`src/rtl/dino_pkg.sv`:
```
// Shared types and constants for the dino sprite motion/animation path.
package dino_pkg;

  typedef enum logic [1:0] {
    RUN  = 2'd0,
    RISE = 2'd1,
    FALL = 2'd2,
    DEAD = 2'd3
  } dino_state_t;

  localparam logic [8:0]  GROUND_Y      = 9'd335;
  localparam logic [8:0]  SPRITE_H      = 9'd60;
  localparam logic [8:0]  REST_Y        = GROUND_Y - SPRITE_H;
  localparam logic [12:0] SPRITE_PIXELS = 13'd3600;

  localparam logic [4:0]  JUMP_V0       = 5'd12;
  localparam logic [4:0]  GRAVITY       = 5'd1;
  localparam logic [4:0]  VMAX          = 5'd15;
  localparam logic [4:0]  JUMP_CUT_V    = 5'd4;
  localparam logic [2:0]  ANIM_DIV      = 3'd6;

  localparam logic [1:0]  RUN0          = 2'd0;
  localparam logic [1:0]  RUN1          = 2'd1;
  localparam logic [1:0]  AIR           = 2'd2;

endpackage

```
`src/rtl/dino_anim_seq.sv`:
```
// Run-cycle animation counter and sprite ROM base selection; updates on qualified ticks,
// base registered one cycle after the tick, no backpressure.
module dino_anim_seq
  import dino_pkg::*;
(
  input  logic        clk,
  input  logic        reset,
  input  logic        step,
  input  logic        show_air,
  input  logic        clear,
  output logic [12:0] sprite_base
);

  logic [2:0]  cnt_q, cnt_d;
  logic [1:0]  frame_q, frame_d;
  logic [12:0] base_d;

  always_comb begin
    cnt_d   = cnt_q;
    frame_d = frame_q;
    if (clear) begin
      cnt_d   = 3'd0;
      frame_d = RUN0;
    end else if (show_air) begin
      frame_d = AIR;
    end else if (cnt_q == ANIM_DIV - 3'd1) begin
      cnt_d   = 3'd0;
      frame_d = (frame_q == RUN0) ? RUN1 : RUN0;
    end else begin
      cnt_d   = cnt_q + 3'd1;
    end
  end

  // frame*SPRITE_PIXELS as a constant mux rather than a multiplier
  always_comb begin
    case (frame_d)
      RUN1:    base_d = SPRITE_PIXELS;
      AIR:     base_d = SPRITE_PIXELS + SPRITE_PIXELS;
      default: base_d = 13'd0;
    endcase
  end

  always_ff @(posedge clk or posedge reset) begin
    if (reset) begin
      cnt_q       <= 3'd0;
      frame_q     <= RUN0;
      sprite_base <= 13'd0;
    end else if (step) begin
      cnt_q       <= cnt_d;
      frame_q     <= frame_d;
      sprite_base <= base_d;
    end
  end

endmodule

```
`src/rtl/dino_motion_ctrl.sv`:
```
// Dino jump physics FSM and sprite position; state advances once per enabled frame tick,
// outputs registered. DINO_JUMP_CUT_EN enables variable jump height on early release.
module dino_motion_ctrl
  import dino_pkg::*;
(
  input  logic        clk,
  input  logic        reset,
  input  logic        frame_tick,
  input  logic        enable,
  input  logic        jump,
  input  logic        collide,
  input  logic        restart,
  output logic [8:0]  sprite_y,
  output logic [12:0] sprite_base,
  output logic        airborne,
  output logic        dead
);

  dino_state_t state_q, state_d;
  logic [8:0]  y_q, y_d;
  logic [4:0]  vel_q, vel_d;
  logic [4:0]  rise_vel, fall_vel;
  logic [9:0]  y_wide;
  logic        tick;

  assign tick = frame_tick & enable;

  always_ff @(posedge clk or posedge reset) begin
    if (reset) begin
      state_q <= RUN;
      y_q     <= REST_Y;
      vel_q   <= 5'd0;
    end else if (tick) begin
      state_q <= state_d;
      y_q     <= y_d;
      vel_q   <= vel_d;
    end
  end

  always_comb begin
    state_d  = state_q;
    y_d      = y_q;
    vel_d    = vel_q;
    rise_vel = vel_q;
    fall_vel = vel_q;
    y_wide   = {1'b0, y_q};
    case (state_q)
      RUN: begin
        if (collide) begin
          state_d = DEAD;
        end else if (jump) begin
          state_d = RISE;
          vel_d   = JUMP_V0;
        end
      end
      RISE: begin
        if (collide) begin
          state_d = DEAD;
        end else begin
`ifdef DINO_JUMP_CUT_EN
          if (!jump && vel_q > JUMP_CUT_V) rise_vel = JUMP_CUT_V;
`endif
          y_wide = {1'b0, y_q} - {5'd0, rise_vel};
          y_d    = y_wide[9] ? 9'd0 : y_wide[8:0];
          vel_d  = rise_vel - GRAVITY;
          if (vel_d == 5'd0) state_d = FALL;
        end
      end
      FALL: begin
        if (collide) begin
          state_d = DEAD;
        end else begin
          fall_vel = (vel_q >= VMAX - GRAVITY) ? VMAX : vel_q + GRAVITY;
          y_wide   = {1'b0, y_q} + {5'd0, fall_vel};
          if (y_wide >= {1'b0, REST_Y}) begin
            y_d     = REST_Y;
            vel_d   = 5'd0;
            state_d = RUN;
          end else begin
            y_d     = y_wide[8:0];
            vel_d   = fall_vel;
          end
        end
      end
      DEAD: begin
        if (!collide && restart) begin
          state_d = RUN;
          y_d     = REST_Y;
          vel_d   = 5'd0;
        end
      end
      default: state_d = RUN;
    endcase
  end

  always_comb begin
    airborne = (state_q == RISE) || (state_q == FALL);
    dead     = (state_q == DEAD);
    sprite_y = y_q;
  end

  // Entering RUN from any other state (landing or restart) restarts the run cycle.
  dino_anim_seq u_anim (
    .clk         (clk),
    .reset       (reset),
    .step        (tick),
    .show_air    (state_d != RUN),
    .clear       ((state_q != RUN) && (state_d == RUN)),
    .sprite_base (sprite_base)
  );

endmodule
```
`config.mk`:
```
export PLATFORM = sky130hd
export DESIGN_NAME = dino_motion_ctrl
export DESIGN_NICKNAME = d
export VERILOG_FILES = /design/src/rtl/dino_pkg.sv /design/src/rtl/dino_anim_seq.sv /design/src/rtl/dino_motion_ctrl.sv
export SDC_FILE = /design/constraint.sdc
export NUM_CORES = 1
export LEC_CHECK = 0
export CAP_MARGIN = 20
export CORE_MARGIN = 8
export CORE_UTILIZATION = 50
export DETAILED_ROUTE_END_ITERATION = 10
export MAX_ROUTING_LAYER = met4
export PLACE_DENSITY = 0.81
export SLEW_MARGIN = 20
export SYNTH_ARGS = -nofsm -noshare
export SYNTH_HDL_FRONTEND = slang
export SYNTH_HIERARCHICAL = 1
export SYNTH_SLANG_ARGS = --single-unit
```
`constraint.sdc`:
```
create_clock -name clk -period 13.5 [get_ports clk]
set_clock_uncertainty 0.15 [all_clocks]
set_input_delay 2.7 -clock clk [delete_from_list [all_inputs] [get_ports clk]]
set_output_delay 2.7 -clock clk [all_outputs]
set_load 0.02 [all_outputs]
```
==> impl_metrics.yaml <==
placement:
  dp_hpwl_um: 5150
  port_buffers: 23
  routabilityCongestion: 0.952
  setup_slack_after_placement_ns: 7.63
yosys:
  synth_seq_area_share: 0.233
  synth_seq_cells: 24
  syn_inst: 321
  post_synthesis_mean_instance_area_um2: 8.09
  synth_enable_flop_cells: 0
  synthesis.area_um2: 2600
  async_set_or_reset_register_ratio_after_synthesis: 1.00
  netlist_top_cells_area: "sky130_fd_sc_hd__dfrtp_1 (19%), sky130_fd_sc_hd__ha_1 (10%), sky130_fd_sc_hd__dfstp_2 (4.0%)"
  synth_cell_types: 68
  synth_area_leader_cell: "sky130_fd_sc_hd__dfrtp_1"
  area_fraction_of_the_dominant_cell_type_after_synthesis: 0.193
  yosysWarnings: 6
  dominantRegCellSynth: "sky130_fd_sc_hd__dfrtp_1"
cts:
  post_cts_buffers: 0
  cts_hold_buffers: 0
  cts_buffers: 3
  cts_tree: "built"
  cts.clk_slew.worst_paths_ns: 0.09
  cts_root_buf: "sky130_fd_sc_hd__clkbuf_8"
  clock_insertion_delay_worst_skew_ns: 0.27
  post_cts_resize_count: 0
  ctsHtreeMaxLevel: 1
  cts_sinks: 24
  ctsLongestPathBuffers: 2
grt:
  first_global_vias: 2280
  grt_overflow_total: 0
  grt_antenna_before_repair: 0
  global_route_wire_length_before_repair_um: 11100
  grt_start_max_net_pins: 17
  track_usage: 0.184
run:
  cap_violations: 0
finish:
  post_route_cells_drive_above_1_share: 0.0753
  mostFrequentLayoutCell: "sky130_fd_sc_hd__inv_1"
  nFillCells: 468
  layout_common_cells: "sky130_fd_sc_hd__inv_1 (26), sky130_fd_sc_hd__nor2_1 (25), sky130_fd_sc_hd__clkdlybuf4s50_1 (23)"
  area.growth.synth_to_final_pct: 10.9
  antenna_cells: 0
  layout.nets: 363
detailed_routing:
  route.detailed.wl_per_inst_um: 16.4
  detail_route.iter0.violations: 211
  ant_nets: 0
  remaining_drc_errors: 0
  viasPerCell: 6.09
  num_vias: 2449
  firstDrtPassIters: 4
  finalWirelength_um: 6600
die:
  ioPinCount: 31
  core_area_um2: 5070
  floorplan.die_area_um2: 7750
  die-height_um: 88.1
  floorplan.initialDensity: 0.512
  chipWidth_um: 88.1
  row_count: 26
run_status:
  run_status: "complete, no violations"
worst_setup_path:
  critPathRequiredTime_ns: 13.52
  cp_max_fo: 8
  worst-endpoint-arrival_ns: 5.64
  crit_start: "collide"
  worst_setup_ep_type: "flip-flop"
  worstReg2RegStart: "rise_vel[0]"
  timing.reg2reg.setup_slack_ns: 8.33
  startpoint_type: "primary input"
  critical_path_class: "in2reg"
  critical_path.endpoint: "u_anim/sprite_base[9]"
  reg2reg_to: "u_anim/sprite_base[9]"
  worst-r2r-cell-count: 18
timing:
  fin_tns_setup_ns: 0
  period_share: 0.417
  max_slew.worst_pin.slew_ns: 1.11
  finalWorstPathRequiredPeriod_ns: 5.63
  rsz0062_at_grt: "no"
  count_of_endpoints_failing_hold_in_the_final_timing_report: 0
  report.final.slew_viol_count: 0
  worst_slack_ns: 7.87
  worst_slew_slack_as_a_fraction_of_its_limit: 0.255
  max_freq_mhz: 178
  setup_viol_count_final: 0
  timing.hold.ws_ns: 0.388
hold_path:
  hold_wc_path_type: "reg2reg"
-- per-stage QoR --
step           instances  instance area, µm²   util
6_report             402                2880  0.568
5_1_grt              402                2880  0.568
4_1_cts              402                2880  0.568
3_5_place_dp         398                2810  0.554
3_3_place_gp         398                2810  0.554
2_1_floorplan        327                2620      -
-- per-layer routing --
layer	track usage	part of all wire	vias to the layer above
met5	-	0	-
met4	0.0507	0.0044	0
met3	0.0216	0.056	3
met2	0.280	0.48	84
met1	0.251	0.46	1168
li1	-	-	1194
-- cells by family (layout without fill, tap and decap cells) --
family | count (synthesis) | count (layout) | share of synthesized area
compound gates | 107 | 107 | 0.299
fa+ha+maj | 23 | 23 | 0.117
flops | 24 | 24 | 0.233
other cells | 1 | 7 | 0.00144
simple gates | 105 | 105 | 0.216
mux | 3 | 3 | 0.0130
xor+xnor | 10 | 10 | 0.0337
buf+inv | 48 | 53 | 0.0867
-- cell usage after synthesis (all sizes together) (3+ instances only) --
| cell type | instances |
|---|---|
| or3 | 10 |
| dfrtp | 20 |
| inv | 26 |
| and3 | 5 |
| a21boi | 4 |
| xnor2 | 7 |
| nor2b | 6 |
| a2111oi | 4 |
| o2bb2ai | 5 |
| or2 | 4 |
| ha | 21 |
| a21oi | 19 |
| o22ai | 5 |
| a211oi | 3 |
| nand4 | 4 |
| nand3 | 5 |
| xor2 | 3 |
| buf | 14 |
| nor4 | 3 |
| nor3 | 6 |
| o31ai | 3 |
| a22o | 3 |
| a211o | 3 |
| o21ai | 25 |
| clkbuf | 8 |
| o221ai | 4 |
| and2 | 4 |
| nand2b | 4 |
| dfstp | 4 |
| nor2 | 26 |
| mux2 | 3 |
| a31oi | 3 |
| nand2 | 20 |
| o211ai | 7 |
-- sequential cells by signal (all words and copies together) (netlist names) --
name / cells
u_anim/sprite_base: 3
u_anim/cnt_q: 3
sprite_y: 9
rise_vel: 5
u_anim/frame_q: 2
state_q: 2
-- how the worst min path moves through the flow --
stage / from / endpoint / slack (ns) / depth (start not counted)
finish: u_anim/frame_q[0] / u_anim/frame_q[0] / 0.39 / 1
global route: rise_vel[4] / rise_vel[4] / 0.42 / 1
CTS: u_anim/frame_q[0] / u_anim/frame_q[0] / 0.38 / 1
detailed placement: u_anim/frame_q[0] / u_anim/frame_q[0] / 0.36 / 1
global placement: u_anim/frame_q[0] / u_anim/frame_q[0] / 0.35 / 1
floorplan: u_anim/frame_q[0] / u_anim/frame_q[0] / 0.33 / 1
-- worst max-delay path, stage by stage --
cell                              delay, ns
sky130_fd_sc_hd__clkdlybuf4s50_1       0.58
sky130_fd_sc_hd__inv_1                 0.08
sky130_fd_sc_hd__a21boi_0              0.29
sky130_fd_sc_hd__o21ai_0               0.17
sky130_fd_sc_hd__a31oi_1               0.18
sky130_fd_sc_hd__nand2_1               0.12
sky130_fd_sc_hd__and2_1                0.18
sky130_fd_sc_hd__a2bb2oi_1             0.51
sky130_fd_sc_hd__a21oi_1               0.10
sky130_fd_sc_hd__or2_2                 0.30
sky130_fd_sc_hd__ha_1                  0.18
sky130_fd_sc_hd__mux2_2                0.25
-- cell type report --
cell class	count	area [µm²]	area share
flip-flops and latches	24	606	0.210
well taps	70	87.6	0.0304
clock inverters	1	30.0	0.0104
multi-input cells	255	1790	0.621
inverters	26	97.6	0.0339
repair buffers	23	230	0.0799
clock buffers	3	41.3	0.0143
Power is not shown: default switching activity piles up to over one toggle a cycle in this logic, so the estimate is an artifact.
